[src/rtl/ahb_burst_pkg.sv]
// Shared definitions for the AHB burst address sequencer: bus encodings,
// FSM state type, burst context payload and address-prediction helpers.
package ahb_burst_pkg;

    localparam int unsigned ADDR_W       = 32;
    localparam int unsigned CNT_W        = 5;
    localparam int unsigned MAX_BEATS    = 16;
    localparam int unsigned BOUNDARY_LSB = 10;

    localparam logic [1:0] HTRANS_IDLE   = 2'b00;
    localparam logic [1:0] HTRANS_BUSY   = 2'b01;
    localparam logic [1:0] HTRANS_NONSEQ = 2'b10;
    localparam logic [1:0] HTRANS_SEQ    = 2'b11;

    localparam logic [2:0] HBURST_SINGLE = 3'b000;
    localparam logic [2:0] HBURST_INCR   = 3'b001;
    localparam logic [2:0] HBURST_WRAP4  = 3'b010;
    localparam logic [2:0] HBURST_INCR4  = 3'b011;
    localparam logic [2:0] HBURST_WRAP8  = 3'b100;
    localparam logic [2:0] HBURST_INCR8  = 3'b101;
    localparam logic [2:0] HBURST_WRAP16 = 3'b110;
    localparam logic [2:0] HBURST_INCR16 = 3'b111;

    typedef enum logic [1:0] {
        S_IDLE  = 2'd0,
        S_BURST = 2'd1,
        S_BUSY  = 2'd2
    } state_e;

    // Attributes of the open burst, captured on its NONSEQ beat.
    typedef struct packed {
        logic [CNT_W-1:0] len;    // 0 means unbounded INCR
        logic [2:0]       size;
        logic             wrap;
        logic             fixed;  // fixed-length multi-beat burst
        logic             unb;    // unbounded INCR
    } burst_ctx_t;

    // Beat count of a burst type; unbounded INCR returns 0.
    function automatic logic [CNT_W-1:0] burst_len(input logic [2:0] hburst);
        logic [CNT_W-1:0] len;
        case (hburst)
            HBURST_SINGLE:                len = CNT_W'(1);
            HBURST_INCR:                  len = CNT_W'(0);
            HBURST_WRAP4,  HBURST_INCR4:  len = CNT_W'(4);
            HBURST_WRAP8,  HBURST_INCR8:  len = CNT_W'(8);
            HBURST_WRAP16, HBURST_INCR16: len = CNT_W'(16);
            default:                      len = CNT_W'(0);
        endcase
        return len;
    endfunction

    // Address of the beat following addr, for incrementing or wrapping bursts.
    function automatic logic [ADDR_W-1:0] next_addr_calc(
        input logic [ADDR_W-1:0] addr,
        input logic [2:0]        size,
        input logic [CNT_W-1:0]  len,
        input logic              wrap
    );
        logic [ADDR_W-1:0] bytes;
        logic [ADDR_W-1:0] mask;
        logic [ADDR_W-1:0] incr;
        bytes = ADDR_W'(1) << size;
        mask  = (ADDR_W'(len) * bytes) - ADDR_W'(1);
        incr  = addr + bytes;
        if (wrap) begin
            return (addr & ~mask) | (incr & mask);
        end
        return incr;
    endfunction

endpackage

[src/rtl/ahb_burst_len_dec.sv]
// Decodes HBURST into a one-hot burst type, beat length and wrap flag.
module ahb_burst_len_dec
    import ahb_burst_pkg::*;
(
    input  logic [2:0]       hburst_i,
    output logic [7:0]       type_oh_o,
    output logic [CNT_W-1:0] len_o,
    output logic             wrap_o
);

    // One-hot indexed by the raw HBURST encoding.
    assign type_oh_o = 8'(1) << hburst_i;

    // Beat length from the shared table.
    assign len_o = burst_len(hburst_i);

    // Wrapping types are the even encodings above SINGLE.
    assign wrap_o = (hburst_i == HBURST_WRAP4) ||
                    (hburst_i == HBURST_WRAP8) ||
                    (hburst_i == HBURST_WRAP16);

endmodule

[src/rtl/ahb_burst_addr_seq.sv]
// AHB burst address sequencer: tracks bursts on the address phase, predicts
// the next beat address, counts beats and flags completion, early
// termination and sequence errors. All outputs are registered.
// Optional: define AHB_1KB_BOUNDARY_CHECK_EN to flag incrementing bursts
// whose predicted address leaves the current 1KB region.
module ahb_burst_addr_seq
    import ahb_burst_pkg::*;
(
    input  logic              HCLK,
    input  logic              HRESETn,
    input  logic [1:0]        HTRANS,
    input  logic [ADDR_W-1:0] HADDR,
    input  logic [2:0]        HSIZE,
    input  logic [2:0]        HBURST,
    input  logic              HREADY,
    output logic [ADDR_W-1:0] NEXT_ADDR,
    output logic [CNT_W-1:0]  BEAT_CNT,
    output logic              BURST_ACTIVE,
    output logic              BURST_LAST,
    output logic              EARLY_TERM,
    output logic              SEQ_ERR
);

    state_e            state_q, state_d;
    burst_ctx_t        ctx_q, ctx_d;
    logic [ADDR_W-1:0] next_addr_q, next_addr_d;
    logic [CNT_W-1:0]  beat_cnt_q, beat_cnt_d;
    logic              active_q, active_d;
    logic              last_q, last_d;
    logic              early_q, early_d;
    logic              err_q, err_d;

    logic [7:0]        dec_oh;
    logic [CNT_W-1:0]  dec_len;
    logic              dec_wrap;
    logic [ADDR_W-1:0] nonseq_next;
    logic [ADDR_W-1:0] beat_next;
    logic [CNT_W-1:0]  cnt_inc;
    logic              in_burst;

    ahb_burst_len_dec u_len_dec (
        .hburst_i  (HBURST),
        .type_oh_o (dec_oh),
        .len_o     (dec_len),
        .wrap_o    (dec_wrap)
    );

    // Prediction for a fresh burst and for continuing the open one.
    assign nonseq_next = next_addr_calc(HADDR, HSIZE, dec_len, dec_wrap);
    assign beat_next   = next_addr_calc(next_addr_q, ctx_q.size, ctx_q.len, ctx_q.wrap);
    assign cnt_inc     = beat_cnt_q + CNT_W'(1);
    assign in_burst    = (state_q != S_IDLE);

    // Next-state and output decode; HREADY low holds everything but pulses.
    always_comb begin
        state_d     = state_q;
        ctx_d       = ctx_q;
        next_addr_d = next_addr_q;
        beat_cnt_d  = beat_cnt_q;
        active_d    = active_q;
        last_d      = 1'b0;
        early_d     = 1'b0;
        err_d       = 1'b0;

        if (HREADY) begin
            case (HTRANS)
                HTRANS_NONSEQ: begin
                    early_d     = in_burst && ctx_q.fixed;
                    ctx_d.len   = dec_len;
                    ctx_d.size  = HSIZE;
                    ctx_d.wrap  = dec_wrap;
                    ctx_d.fixed = |dec_oh[7:2];
                    ctx_d.unb   = dec_oh[1];
                    beat_cnt_d  = CNT_W'(1);
                    next_addr_d = nonseq_next;
                    if (dec_oh[0]) begin
                        state_d  = S_IDLE;
                        active_d = 1'b0;
                        last_d   = 1'b1;
                    end else begin
                        state_d  = S_BURST;
                        active_d = 1'b1;
                    end
`ifdef AHB_1KB_BOUNDARY_CHECK_EN
                    if (!dec_wrap && !dec_oh[0] &&
                        (nonseq_next[ADDR_W-1:BOUNDARY_LSB] != HADDR[ADDR_W-1:BOUNDARY_LSB])) begin
                        err_d = 1'b1;
                    end
`endif
                end
                HTRANS_SEQ: begin
                    if (!in_burst) begin
                        err_d = 1'b1;
                    end else begin
                        err_d       = (HADDR != next_addr_q);
                        state_d     = S_BURST;
                        next_addr_d = beat_next;
                        if (ctx_q.unb && (beat_cnt_q == CNT_W'(MAX_BEATS))) begin
                            beat_cnt_d = beat_cnt_q;
                        end else begin
                            beat_cnt_d = cnt_inc;
                        end
                        if (ctx_q.fixed && (cnt_inc == ctx_q.len)) begin
                            state_d  = S_IDLE;
                            active_d = 1'b0;
                            last_d   = 1'b1;
                        end
`ifdef AHB_1KB_BOUNDARY_CHECK_EN
                        if (!ctx_q.wrap &&
                            (beat_next[ADDR_W-1:BOUNDARY_LSB] != next_addr_q[ADDR_W-1:BOUNDARY_LSB])) begin
                            err_d = 1'b1;
                        end
`endif
                    end
                end
                HTRANS_BUSY: begin
                    if (state_q == S_BURST) begin
                        state_d = S_BUSY;
                    end
                end
                default: begin
                    if (in_burst) begin
                        early_d  = ctx_q.fixed;
                        state_d  = S_IDLE;
                        active_d = 1'b0;
                    end
                end
            endcase
        end
    end

    // State and output registers.
    always_ff @(posedge HCLK or negedge HRESETn) begin
        if (!HRESETn) begin
            state_q     <= S_IDLE;
            ctx_q       <= '0;
            next_addr_q <= '0;
            beat_cnt_q  <= '0;
            active_q    <= 1'b0;
            last_q      <= 1'b0;
            early_q     <= 1'b0;
            err_q       <= 1'b0;
        end else begin
            state_q     <= state_d;
            ctx_q       <= ctx_d;
            next_addr_q <= next_addr_d;
            beat_cnt_q  <= beat_cnt_d;
            active_q    <= active_d;
            last_q      <= last_d;
            early_q     <= early_d;
            err_q       <= err_d;
        end
    end

    assign NEXT_ADDR    = next_addr_q;
    assign BEAT_CNT     = beat_cnt_q;
    assign BURST_ACTIVE = active_q;
    assign BURST_LAST   = last_q;
    assign EARLY_TERM   = early_q;
    assign SEQ_ERR      = err_q;

endmodule

[config.mk]
export PLATFORM = sky130hd
export DESIGN_NAME = ahb_burst_addr_seq
export DESIGN_NICKNAME = d
export VERILOG_FILES = /design/src/rtl/ahb_burst_pkg.sv /design/src/rtl/ahb_burst_len_dec.sv /design/src/rtl/ahb_burst_addr_seq.sv
export SDC_FILE = /design/constraint.sdc
export NUM_CORES = 1
export LEC_CHECK = 0
export CORE_MARGIN = 4
export CORE_UTILIZATION = 59
export CTS_CLUSTER_DIAMETER = 50
export CTS_CLUSTER_SIZE = 25
export DETAILED_ROUTE_END_ITERATION = 6
export PLACE_DENSITY = 0.83
export RECOVER_POWER = 25
export SYNTH_ARGS = -nofsm -noshare
export SYNTH_HDL_FRONTEND = slang
export SYNTH_SLANG_ARGS = --single-unit
[constraint.sdc]
create_clock -name HCLK -period 5.1 [get_ports HCLK]
set_input_delay 1.53 -clock HCLK [delete_from_list [all_inputs] [get_ports HCLK]]
set_output_delay 1.53 -clock HCLK [all_outputs]
set_load 0.05 [all_outputs]
# After elaboration in Yosys (flattened, before gate mapping)
# Memories as Yosys holds them, arrays and structs flattened.
# Cells that the tools add are included.
[word_totals]
reg_bits = 54
latch_bits = 0
ramBits = 0
romBits = 32
inputBits = 43
elab_cells = 95
memories = 1
[classes]
add_sub_neg = 5
mul = 2
div = 0
magnitude_cmp = 0
eq_ne = 14
shift = 3
muxes = 33
n_bitwise = 9
n_reduce_logical = 16
[memory_table]
columns = ["name", "words", "width", "rd", "rd_clocked_by_memory_dff", "write_ports", "line_no", "rtl"]
rows = [
  ["(name not given)", 8, 4, 1, 0, 0, "ahb_burst_pkg.sv:42", "case (hburst)"],
]
[op_table]
columns = ["op", "n"]
rows = [
  ["$mux 32", 5],
  ["$and 32x32->32", 4],
  ["$add 32x32->32", 2],
  ["$mul 5x32->32", 2],
  ["$not 32->32", 2],
  ["$or 32x32->32", 2],
  ["$pmux 32 s2", 1],
  ["$shl 1x3->32 const A", 2],
  ["$sub 32x1->32 const B", 2],
  ["$ne 32x32->1", 1],
  ["$mux 1", 17],
  ["$mux 5", 2],
  ["$pmux 5 s2", 1],
  ["$ne 2x2->1 const B", 4],
  ["$reduce_and 4->1", 2],
  ["$shl 1x3->8 const A", 1],
  ["$eq 3x3->1 const B", 2],
  ["$mux 2", 3],
  ["$pmux 2 s3", 1],
  ["$reduce_bool 2->1", 3],
  ["$reduce_or 6->1", 1],
  ["$add 5x1->5 const B", 1],
  ["$eq 5x5->1", 1],
  ["$eq 5x5->1 const B", 1],
  ["13 further kinds", 19],
]

# Longest topological paths before layout
# Gate-level depths: netlist (run 1).
[logic_depth]
ltp_word = 10
ltp_mapped = 22

# Hierarchy
# Synthesis (run 1) repeated with hierarchy kept, for this count alone.
[unflattened]
cells_unflattened = 1070
hier_area_um2 = 8419.3
[modules_own_cells]
columns = ["module", "n_inst", "cells_each", "area_each_um2"]
rows = [
  ["ahb_burst_addr_seq", 1, 1053, 8279.2],
  ["ahb_burst_len_dec", 1, 17, 140.1],
]

# Worst setup path after synthesis (run 1)
# No wires, ideal clock.
[synth_timing]
path_type = "input to register"
from = "input port HSIZE[2]"
to = "register (tool-made name)"
setup_ns = 0.135
arrival_time_ns = 5.894
required_ns = 4.965
setup_slack_ns = -0.930
cell_stages = 19
path_buffers = 1
path_cell_list = "clkbuf_1 > or3b_2 > nor2_1 > ha_1 > inv_1 > fa_1 > fa_1 > inv_1 > ha_1 > a211oi_1 > o21ai_1 > a31oi_1 > o21ai_0 > a211oi_1 > ha_1 > a211oi_1 > xor2_1 > a32oi_1 > o21ai_0"
[synth_rtl]
columns = ["element", "line_no", "rtl"]
rows = [
  ["start: declaration", "ahb_burst_addr_seq.sv:13", "input logic [2:0] HSIZE,"],
]

==> results.md, run 1 <==
* Final max-slew violation count at 48
* Wire length after detailed routing at between 20 and 25 mm
* CTS sink count at 53
* Portion of netlist area occupied by mux cells at 0.692%
* DP Area at between 9000 and 10000 sq um
* Clock Pin Slew Worst Setup and Hold Paths at 80 ps
* H-tree levels at 2
* Worst Setup Start Kind: primary input
* Post-synthesis compound-gate area fraction at around 21%
* Starting DRT DRC Count at about 920
* Leakage at roughly 4.4 nW
* Synth Warn # at 0
* Util after Layout at 77.7%
* Clk_skew at just under 10 ps
* Grt ovf at 0
* Worst-skew pair later-pin latency at between 300 and 400 ps
* Finish-stage setup viols at 14
* Global routing usage on met3 at under 10%
* Synth Instances at about 1000
* Residual DRC at 0
* Drt via density at 6.24
* Reg-to-reg startpoint: ctx_q[5]$_DFFE_PN0P_
* Mapped Avg Cell Area at 7.82 sq um
* Fill cell count at between 800 and 900
* Min-Delay Path Class: reg -> reg
* Ys flop type: dfrtp_1
* Cell Chain, Critical Path: buf_8 -> or3b_4 -> inv_2 -> nand2_2 -> ha_4 -> inv_2 -> fa_1 -> inv_2 -> fa_1 -> inv_2 -> ha_4 -> o21ai_2 -> nand2b_1 -> a31oi_2 -> o21ai_1 -> a211oi_2 -> ha_1 -> a211oi_2 -> xor2_1 -> a32oi_1 -> o21ai_1
* Post-Synth Adder-Cell Area at 22.7%
* Setup CP Type: in -> reg
* Clock Tree Buf Depth at 2
* Register area share after synthesis at 17.5%
* Cell Pwr Density at between 300 and 400 nW/um^2
* Largest family of logic cells by synthesized area: adder cells
* Post-synth ARST share at 100%
* CP Capture Type: register
* Synth Area in XOR/XNOR at under 10%
* TritonCTS clock tree: built
* All-Layer GR Usage at between 30 and 40%
* Hold-fix buffers, CTS at 0
* Slew @ Worst Pin at 2660 ps
* Max incr delay on CP at approximately 560 ps
* Commonest non-fill, non-tap cell in the layout: nand2_1
* Antenna violations before repair at 0
* FMAX at 0.188 GHz
* Number of enable flip-flop cells after synthesis at 0
* Crit-path max FO at 3
* Unrepaired setup endpoints after global routing: true
* Root Buffer: clkbuf_16
* Routed Antenna Nets at 0
* Crit path DAT at around 5600 ps
* Die X at 121 microns
* Pin count of the biggest net entering global routing at 48
* CTS buffer count at 5
* Final Instance Area at slightly below 10000 sq um
* GRT met1 Usage at slightly below 40%
* Seq cells post-synth at 53
* Initial Utilization at about three fifths
* Cell family with most CP delay: adder cells
* Nets@finish at about 1300
* Final min period at ~5300 ps
* Core footprint at roughly 13000 sq um
* Vias in the first global route at about 7700
* Worst endpoint required time at about 5300 ps
* Port Buffer Count at slightly above 80
* Placer Congestion at 1.02
* Worst Path Buf+Inv at 5
* Most used cell, CP: inv_2
* Post-synthesis simple-gate area fraction at between 20% and 30%
* Ports at 84
* Mapped Area at between 7000 and 8000 sq um
* Worst Setup SP: HSIZE[1]
* First-pass GRT wire length at about 37 mm
* Layout area overhead at 29.1%
* Maxcap violations at 1
* GR met2 Demand/Resource at a little over half
* Die Area at 14800 sq um
* Detailed-route via count at around 8100
* Final Hold Vio Count at 0
* Status: complete, but fails checks
* Site Rows at a little over 40
* Relative slew slack at -77.2%
* Max VDD drop at 324 uV
* Hold_sp: ctx_q[1]$_DFFE_PN0P_
* Post-Syn Nets at roughly 1100
* DIE HEIGHT at 121 microns
* Yosys cell types at 72
* Setup ws final at -228 ps
* HPWL Detailed at ~18 mm
* Detailed-route wire length per cell at around 18 microns
* First-pass iteration count of the detailed router at 5
* Most frequent cells in the layout: 104 x nand2_1, 89 x inv_1, 89 x buf_4, 82 x ha_1, 76 x clkdlybuf4s50_1
* Slowest CP cell: fa_1
* Failing checks: max-capacitance violations, max-slew violations, negative setup slack
* Antenna Cells at 0
* Fin crit share at 104%
* Layout cells sized above 1 at between 15 and 20%
* Top Usage Layer GRT: met2
## worst reg2reg max path, delay by kind of cell, from the launching register on
kind                       cells  cell delay [ps]
AOI/OAI and AO/OA              6              970
DFF                            1              480
buffers and inverters          3              290
and+or+nand+nor                4             1420
adders and majority gates      4             1610
## synthesized netlist by cell type, types with 5 or more instances
library cell / n / area share [%]
nor3_1: 24 / 1.6
o31ai_1: 7 / 0.69
nand2_1: 105 / 5.2
xnor2_1: 25 / 2.9
o21bai_1: 5 / 0.49
and3_1: 16 / 1.3
xor2_1: 61 / 7.0
a21o_1: 17 / 1.7
nor3b_1: 6 / 0.59
nor2_1: 62 / 3.1
a31oi_1: 8 / 0.66
nand3_1: 22 / 1.4
a211o_1: 6 / 0.69
fa_1: 28 / 7.4
nand4_1: 17 / 1.4
and2_1: 24 / 2.0
dfrtp_1: 53 / 17
ha_1: 92 / 15
o21ai_1: 5 / 0.33
and4_1: 5 / 0.58
or3_1: 12 / 0.99
nor4_1: 9 / 0.74
o211ai_1: 10 / 0.99
nor2b_1: 8 / 0.66
o221ai_1: 7 / 0.81
a211oi_1: 12 / 1.2
clkbuf_1: 33 / 1.6
o21a_1: 5 / 0.49
a21oi_1: 55 / 3.6
inv_1: 101 / 5.0
o2111ai_1: 6 / 0.69
o21ai_0: 55 / 3.6
## area by class of cell
class | count | area, sq um | area share (%)
multi-input combinational | 780 | 6160 | 62.8
timing repair buffer | 179 | 1560 | 15.9
sequential | 53 | 1330 | 13.5
inverter | 101 | 379 | 3.87
tap | 172 | 215 | 2.19
clock buffer | 5 | 125 | 1.28
clock inverter | 3 | 43.8 | 0.447
## metal layers
metal	up-vias	wire, microns
met5	-	0
li1	3718	-
met2	407	11300
met1	3856	9560
met4	0	976
met3	91	1680
## where the power goes
| group | total, mW | internal, mW | switching [mW] | leakage [nW] |
|---|---|---|---|---|
| clock | 0.401 | 0.233 | 0.168 | 0.0842 |
| combinational | 2.17 | 0.891 | 1.28 | 3.69 |
| sequential | 0.782 | 0.536 | 0.246 | 0.652 |
## stage by stage
step | TNS, ps | instances | power (mW) | hold WS, ps | setup slack [ps]
6_report | -1130 | 1293 | 3.35 | 519 | -228
4_1_cts | -551 | 1290 | 3.28 | 515 | -124
3_3_place_gp | -14770 | 1273 | 2.79 | 464 | -753
3_5_place_dp | -17900 | 1273 | 2.84 | 485 | -853
5_1_grt | -3220 | 1293 | 3.57 | 549 | -366
2_1_floorplan | -459 | 972 | 2.16 | 439 | -274
## kinds of logic (layout without fill, tap and decap cells)
kind of cell               after synthesis  in the layout
xor gates and xnor gates                86             86
and+or+nand+nor                        331            331
muxes                                    5              5
buffers and inverters                  140            288
adders and majority gates              121            121
DFF                                     53             53
AOI/OAI and AO/OA                      236            237
## final timing paths
path / cells after the start / slack (ps) / to
min: 2 / 520 / ctx_q[1]$_DFFE_PN0P_
min in group asynchronous: 1 / 1090 / BEAT_CNT[3]$_DFFE_PN0P_
max in group asynchronous: 2 / 1200 / ctx_q[9]$_DFFE_PN0P_
max: 21 / -230 / register
max reg2reg: 17 / 260 / register
min reg2reg: 2 / 520 / ctx_q[1]$_DFFE_PN0P_
## what timing repair did
action / CTS / global route
setup endpoints to repair: 26 / 22
gates cloned: 1 / 0
buffers inserted: 8 / 3
gates resized for setup: 54 / 35
pin swaps: 33 / 22
No activity file was read; power rests on OpenSTA's default activity.
==> run 2, diff against run 1 <==
--- a/config.mk
+++ b/config.mk
@@ -5,10 +5,9 @@
 export SDC_FILE = /design/constraint.sdc
 export NUM_CORES = 1
 export LEC_CHECK = 0
-export CORE_MARGIN = 4
+export CORE_MARGIN = 1
 export CORE_UTILIZATION = 59
 export CTS_CLUSTER_DIAMETER = 50
-export CTS_CLUSTER_SIZE = 25
 export DETAILED_ROUTE_END_ITERATION = 6
 export PLACE_DENSITY = 0.83
 export RECOVER_POWER = 25
==> results.md, run 2 (synthesized netlist as in run 1, its figures left out) <==
* Final max-slew violation count at 54 (+13%)
* Die Area at 13300 sq um (-9.6%)
* Status: complete, but fails checks
* Port Buffer Count at 83 (unchanged)
* Fill cell count at 892 (+0.22%)
* First-pass GRT wire length at 36.2 mm (-2.1%)
* Vias in the first global route at 7587 (-1.2%)
* Tot Pwr at 3.35 mW (+0.11%)
* Residual DRC at 0 (unchanged)
* Commonest non-fill, non-tap cell in the layout: nand2_1
* Starting DRT DRC Count at 877 (-5.0%)
* Antenna Cells at 0 (unchanged)
* DP Area at 9260 sq um (unchanged)
* Max VDD drop at 323 uV (-0.29%)
* Maxcap violations at 1 (unchanged)
* Detailed-route via count at 7912 (-2.0%)
* Nets@finish at 1280 (-0.23%)
* TritonCTS clock tree: built
* Sequential standard cell area at 1330 sq um (about the same)
* Hold_sp: ctx_q[0]$_DFFE_PN0P_
* FMAX at 0.191 GHz (+1.9%)
* Most frequent cells in the layout: 102 x nand2_1, 88 x inv_1, 88 x buf_4, 81 x ha_1, 76 x clkdlybuf4s50_1
* Placer Congestion at 0.955 (-6.2%)
* Worst endpoint required time at 5330 ps (about the same)
* Clock Pin Slew Worst Setup and Hold Paths at 80 ps (about the same)
* All-Layer GR Usage at 34.8% (+3.6 points)
* DR WL met2 at 11.2 mm (-0.94%)
* Cell Pwr Density at 342 nW/um^2 (+0.23%)
* Leakage at 4.40 nW (-0.52%)
* Layout area overhead at 28.9%
* Root Buffer: clkbuf_16
* Relative slew slack at -101% (-24 points)
* H-tree levels at 2 (unchanged)
* Failing checks: max-capacitance violations, max-slew violations, negative setup slack
* Wire length after detailed routing at 23.2 mm (-1.5%)
* Detailed-route wire length per cell at 18.0 microns (-1.3%)
* CTS buffer count at 5 (unchanged)
* Slew @ Worst Pin at 3020 ps (+357 ps)
* Antenna violations before repair at 0 (unchanged)
* Fin crit share at 103% (-1.9 points)
* Worst Setup Start Kind: primary input
* Final Hold Vio Count at 0 (unchanged)
* First-pass iteration count of the detailed router at 5 (unchanged)
* Ports at 84 (unchanged)
* Drt via density at 6.13 (-1.8%)
* Setup ws final at -131 ps (+96.8 ps)
* Wl on met1 at 9.43 mm (-1.3%)
* Fin Setup TNS at -355 ps (+771 ps)
* Worst Setup SP: HBURST[1]
* Crit-path max FO at 5 (+2)
* Layout cells sized above 1 at 17.2% (+0.67 points)
* Final min period at 5230 ps (-96.8 ps)
* Crit path DAT at 5460 ps (-100 ps)
* Setup CP Type: in -> reg
* Util after Layout at 77.9% (+0.23 points)
* CP Capture Type: register
* Die X at 115 microns (-4.9%)
* Routed Antenna Nets at 0 (unchanged)
* CTS sink count at 53 (unchanged)
* Pin count of the biggest net entering global routing at 54 (+13%)
* Core footprint at 12600 sq um (-0.41%)
* Multi-input gate area at 6150 sq um (-0.14%)
* Initial Utilization at 60.5% (+0.25 points)
* Unrepaired setup endpoints after global routing: true
* DR WL met3 at 1.56 mm (-7.5%)
* Worst-skew pair later-pin latency at 300 ps (about the same)
* Min-Delay Path Class: reg -> reg
* Clk_skew at 9.40 ps (-0.437 ps)
* Clock Tree Buf Depth at 2 (unchanged)
* Finish-stage setup viols at 10 (-4)
* Site Rows at 41 (unchanged)
* Final Instance Area at 9800 sq um (-0.11%)
* Grt ovf at 0 (unchanged)
* DIE HEIGHT at 115 microns (-4.9%)
* Reg-to-reg startpoint: ctx_q[5]$_DFFE_PN0P_
* HPWL Detailed at 17.8 mm (-1.6%)
* Top Metal Used: met4
## run 2: worst max-delay path, stage by stage
cell and delay [ps]:
buf_2 130, buf_6 130, nor2b_4 100, buf_6 120, buf_4 150, nand2_4 60, ha_4 260, inv_2 30
fa_1 510, inv_2 40, fa_1 530, inv_2 50, ha_4 210, o21ai_2 120, nand2b_1 100, a31oi_2 230
o21ai_2 80, a211oi_2 180, ha_1 260, a211oi_2 240, xor2_1 160, a32oi_1 70, o21ai_1 160
## run 2: layer usage
metal | global-route usage, % | vias to the layer above
met3 | 3.82 | 85
met4 | 17.7 | 0
li1 | - | 3706
met2 | 58.7 | 373
met1 | 44.3 | 3748
met5 | 0 | -
## run 2: cell type report
| type | count | share of cell area, % |
|---|---|---|
| multi-input cells | 780 | 62.8 |
| repair buffers | 176 | 15.8 |
| clock buffers | 5 | 1.28 |
| flip-flops and latches | 53 | 13.6 |
| clock inverters | 3 | 0.511 |
| inverters | 101 | 3.90 |
| well taps | 172 | 2.20 |
## run 2: final timing paths
path,cells past startpoint,slack (ps),to
worst max-delay path,23,-130,register
worst min-delay path,2,490,ctx_q[0]$_DFFE_PN0P_
worst max register to register,18,230,register
worst min register to register,2,490,ctx_q[0]$_DFFE_PN0P_
max in group asynchronous,2,870,ctx_q[4]$_DFFE_PN0P_
min in group asynchronous,2,2310,state_q[1]$_DFFE_PN0P_
## run 2: power by group
| part | switching [mW] | leakage, nW | total, mW | internal [mW] |
|---|---|---|---|---|
| Clock | 0.173 | 0.0859 | 0.410 | 0.236 |
| Combinational | 1.27 | 3.66 | 2.16 | 0.888 |
| Sequential | 0.246 | 0.651 | 0.782 | 0.536 |
| Total | 1.69 | 4.40 | 3.35 | 1.66 |
## run 2: what timing repair did
action	in CTS	in global routing
hold buffers	0	0
setup endpoints to repair	26	24
cloned	1	0
pin swaps	22	46
gates resized for setup	52	45
setup buffers	3	5
## run 2: metrics by stage
step                      hold slack (ps)  setup slack [ps]  cells
after global routing                  508              -275   1290
after detailed placement              470              -861   1273
after CTS                             487              -120   1285
final                                 486              -131   1290
after floorplan                       439              -274    972
after global placement                467              -766   1273
==> run 3, diff against run 2 <==
--- a/config.mk
+++ b/config.mk
@@ -5,11 +5,13 @@
 export SDC_FILE = /design/constraint.sdc
 export NUM_CORES = 1
 export LEC_CHECK = 0
+export CELL_PAD_IN_SITES_DETAIL_PLACEMENT = 0
+export CELL_PAD_IN_SITES_GLOBAL_PLACEMENT = 1
 export CORE_MARGIN = 1
-export CORE_UTILIZATION = 59
+export CORE_UTILIZATION = 44
 export CTS_CLUSTER_DIAMETER = 50
 export DETAILED_ROUTE_END_ITERATION = 6
-export PLACE_DENSITY = 0.83
+export PLACE_DENSITY_LB_ADDON = 0.1
 export RECOVER_POWER = 25
 export SYNTH_ARGS = -nofsm -noshare
 export SYNTH_HDL_FRONTEND = slang
==> results.md, run 3 (synthesized netlist as in run 1, its figures left out) <==
* Drt via density at 5.57 (-9.2%)
* Layout area overhead at 30.6%
* Tot Pwr at 3.30 mW (-1.6%)
* First-pass iteration count of the detailed router at 5 (unchanged)
* Nets@finish at 1291 (+0.86%)
* Pre-CTS setup slack at -866 ps (-4.61 ps)
* Slew @ Worst Pin at 1730 ps (-1290 ps)
* DP Area at 9380 sq um (+1.4%)
* Final Hold Vio Count at 0 (unchanged)
* Residual DRC at 0 (unchanged)
* Relative slew slack at -15.1% (+86 points)
* Worst Setup Start Kind: primary input
* Most frequent cells in the layout: 100 x nand2_1, 97 x buf_4, 87 x inv_1, 84 x ha_1, 75 x clkdlybuf4s50_1
* Clock Tree Buf Depth at 2 (unchanged)
* Fin Setup TNS at -125 ps (+230 ps)
* Detailed-route wire length per cell at 17.0 microns (-5.6%)
* Cell family with most CP delay: adder cells
* Vias in the first global route at 7289 (-3.9%)
* Status: complete, but fails checks
* CTS sink count at 53 (unchanged)
* Layout cells sized above 1 at 17.8% (+0.63 points)
* Hold_sp: ctx_q[1]$_DFFE_PN0P_
* TritonCTS clock tree: built
* Final max-slew violation count at 31 (-43%)
* Clk_skew at 15.2 ps (+5.84 ps)
* Grt ovf at 0 (unchanged)
* Worst endpoint required time at 5340 ps (about the same)
* Most used cell, CP: a21o_1
* Slowest CP cell: fa_1
* Max incr delay on CP at 500 ps (-30 ps)
* Core footprint at 16700 sq um (+33%)
* Clock Pin Slew Worst Setup and Hold Paths at 80 ps (about the same)
* Maxcap violations at 1 (unchanged)
* Routed Antenna Nets at 0 (unchanged)
* H-tree levels at 2 (unchanged)
* Critical path depth in cells at 20 (-13%)
* Final Instance Area at 9920 sq um (+1.3%)
* Failing checks: max-capacitance violations, max-slew violations, negative setup slack
* Placer Congestion at 0.886 (-7.3%)
* FMAX at 0.195 GHz (+1.8%)
* HPWL Detailed at 18.8 mm (+5.7%)
* Detailed-route via count at 7514 (-5.0%)
* Util after Layout at 59.4% (-19 points)
* Setup ws final at -39.8 ps (+91.2 ps)
* Worst Path Buf+Inv at 6 (-1)
* Wire length after detailed routing at 22.9 mm (-1.3%)
* CP Capture Type: register
* Crit path DAT at 5380 ps (-80 ps)
* Fill cell count at 1566 (+76%)
* Min-Delay Path Class: reg -> reg
* Unrepaired setup endpoints after global routing: true
* First-pass GRT wire length at 37.6 mm (+3.7%)
* Starting DRT DRC Count at 380 (-57%)
* Worst reg-to-reg path cell count at 18 (unchanged)
* Final min period at 5140 ps (-91.2 ps)
* Setup CP Type: in -> reg
* Leakage at 4.47 nW (+1.6%)
* Crit-path max FO at 5 (unchanged)
* Hold EP: ctx_q[1]$_DFFE_PN0P_
* Die Area at 17800 sq um (+33%)
* Fin cells at 1349 (+4.6%)
* Commonest non-fill, non-tap cell in the layout: nand2_1
* Reg-to-reg startpoint: ctx_q[5]$_DFFE_PN0P_
* Hold path depth at 2 (unchanged)
* Fin crit share at 101% (-1.8 points)
* FF-to-FF setup slack at 310 ps (+80 ps)
* Worst-skew pair later-pin latency at 320 ps (+20 ps)
* Post-Place Cells at 1328 (+4.3%)
* Die X at 133 microns (+16%)
* Antenna Cells at 0 (unchanged)
* Max VDD drop at 205 uV (-37%)
* Root Buffer: clkbuf_16
* Site Rows at 47 (+15%)
* Cell Pwr Density at 333 nW/um^2 (-2.8%)
* Pin count of the biggest net entering global routing at 31 (-43%)
* DIE HEIGHT at 133 microns (+16%)
* Final hold slack at 496 ps (+9.88 ps)
* Antenna violations before repair at 0 (unchanged)
* Cell Chain, Critical Path: buf_8 -> buf_6 -> nor2b_1 -> buf_4 -> buf_6 -> buf_4 -> nand2_1 -> ha_4 -> fa_1 -> fa_1 -> inv_2 -> ha_4 -> a21o_1 -> a21o_1 -> a21o_1 -> o2111ai_2 -> a31o_1 -> nand4_1 -> xor2_1 -> o211ai_1
* Ports at 84 (unchanged)
* Port Buffer Count at 83 (unchanged)
* Initial Utilization at 45.5% (-15 points)
* All-Layer GR Usage at 26.7% (-8.2 points)
* CTS buffer count at 5 (unchanged)
* Finish-stage setup viols at 5 (-5)
## run 3: cell count changes in the layout (fill, tap and decap cells not counted), sizes merged
cell           previous run  this run
clkinvlp                  0         1
clkdlybuf4s50            76        75
buf                      99       109
bufinv                    1         0
dlygate4sd3               0         1
clkbuf                    6         7
## run 3: layout make-up
type / instances / area, sq um / share of cell area, %
multi-input cells: 780 / 6150 / 62.0
clock buffers: 5 / 125 / 1.26
well taps: 220 / 275 / 2.77
clock inverters: 3 / 25.0 / 0.252
inverters: 101 / 379 / 3.82
repair buffers: 187 / 1640 / 16.5
flip-flops and latches: 53 / 1330 / 13.4
## run 3: layer usage
layer  routed length, microns  GRT usage, %  share of wire [%]
met1                    10600          35.9                 46
met3                      989          3.31                4.3
met4                      452          7.64                2.0
met2                    10900          44.8                 47
met5                        0             0                  0
## run 3: worst register-to-register path, stage by stage, from the launching register on
cell and delay (ps):
dfrtp_1 420, buf_4 160, and3b_1 300, nand2_1 80, ha_1 290, inv_1 50
fa_1 530, inv_1 50, fa_1 520, inv_1 40, ha_1 340, a21oi_2 210
o211ai_2 140, a31oi_4 210, o21ai_2 120, o21a_4 230, or3_1 410, or4_4 550
o211ai_2 80
## run 3: worst max path at each step
stage	from	endpoint	slack, ps
CTS	HSIZE[1]	register	-90
global route	HBURST[1]	register	-360
global placement	HBURST[1]	register	-780
finish	HBURST[2]	register	-40
detailed placement	HBURST[2]	register	-870
floorplan	HBURST[2]	register	-270
## run 3: power by group
part / switching [mW] / total (mW) / internal, mW
clock network: 0.178 / 0.363 / 0.185
logic: 1.25 / 2.16 / 0.909
registers: 0.239 / 0.775 / 0.536
## run 3: timing repair
item | CTS | global route
pin swaps | 32 | 37
hold endpoints to repair | 0 | 0
hold buffers | 0 | 0
endpoints found under the setup margin | 25 | 22
cloned | 1 | 0
setup buffers | 4 | 9
gates resized for setup | 55 | 42
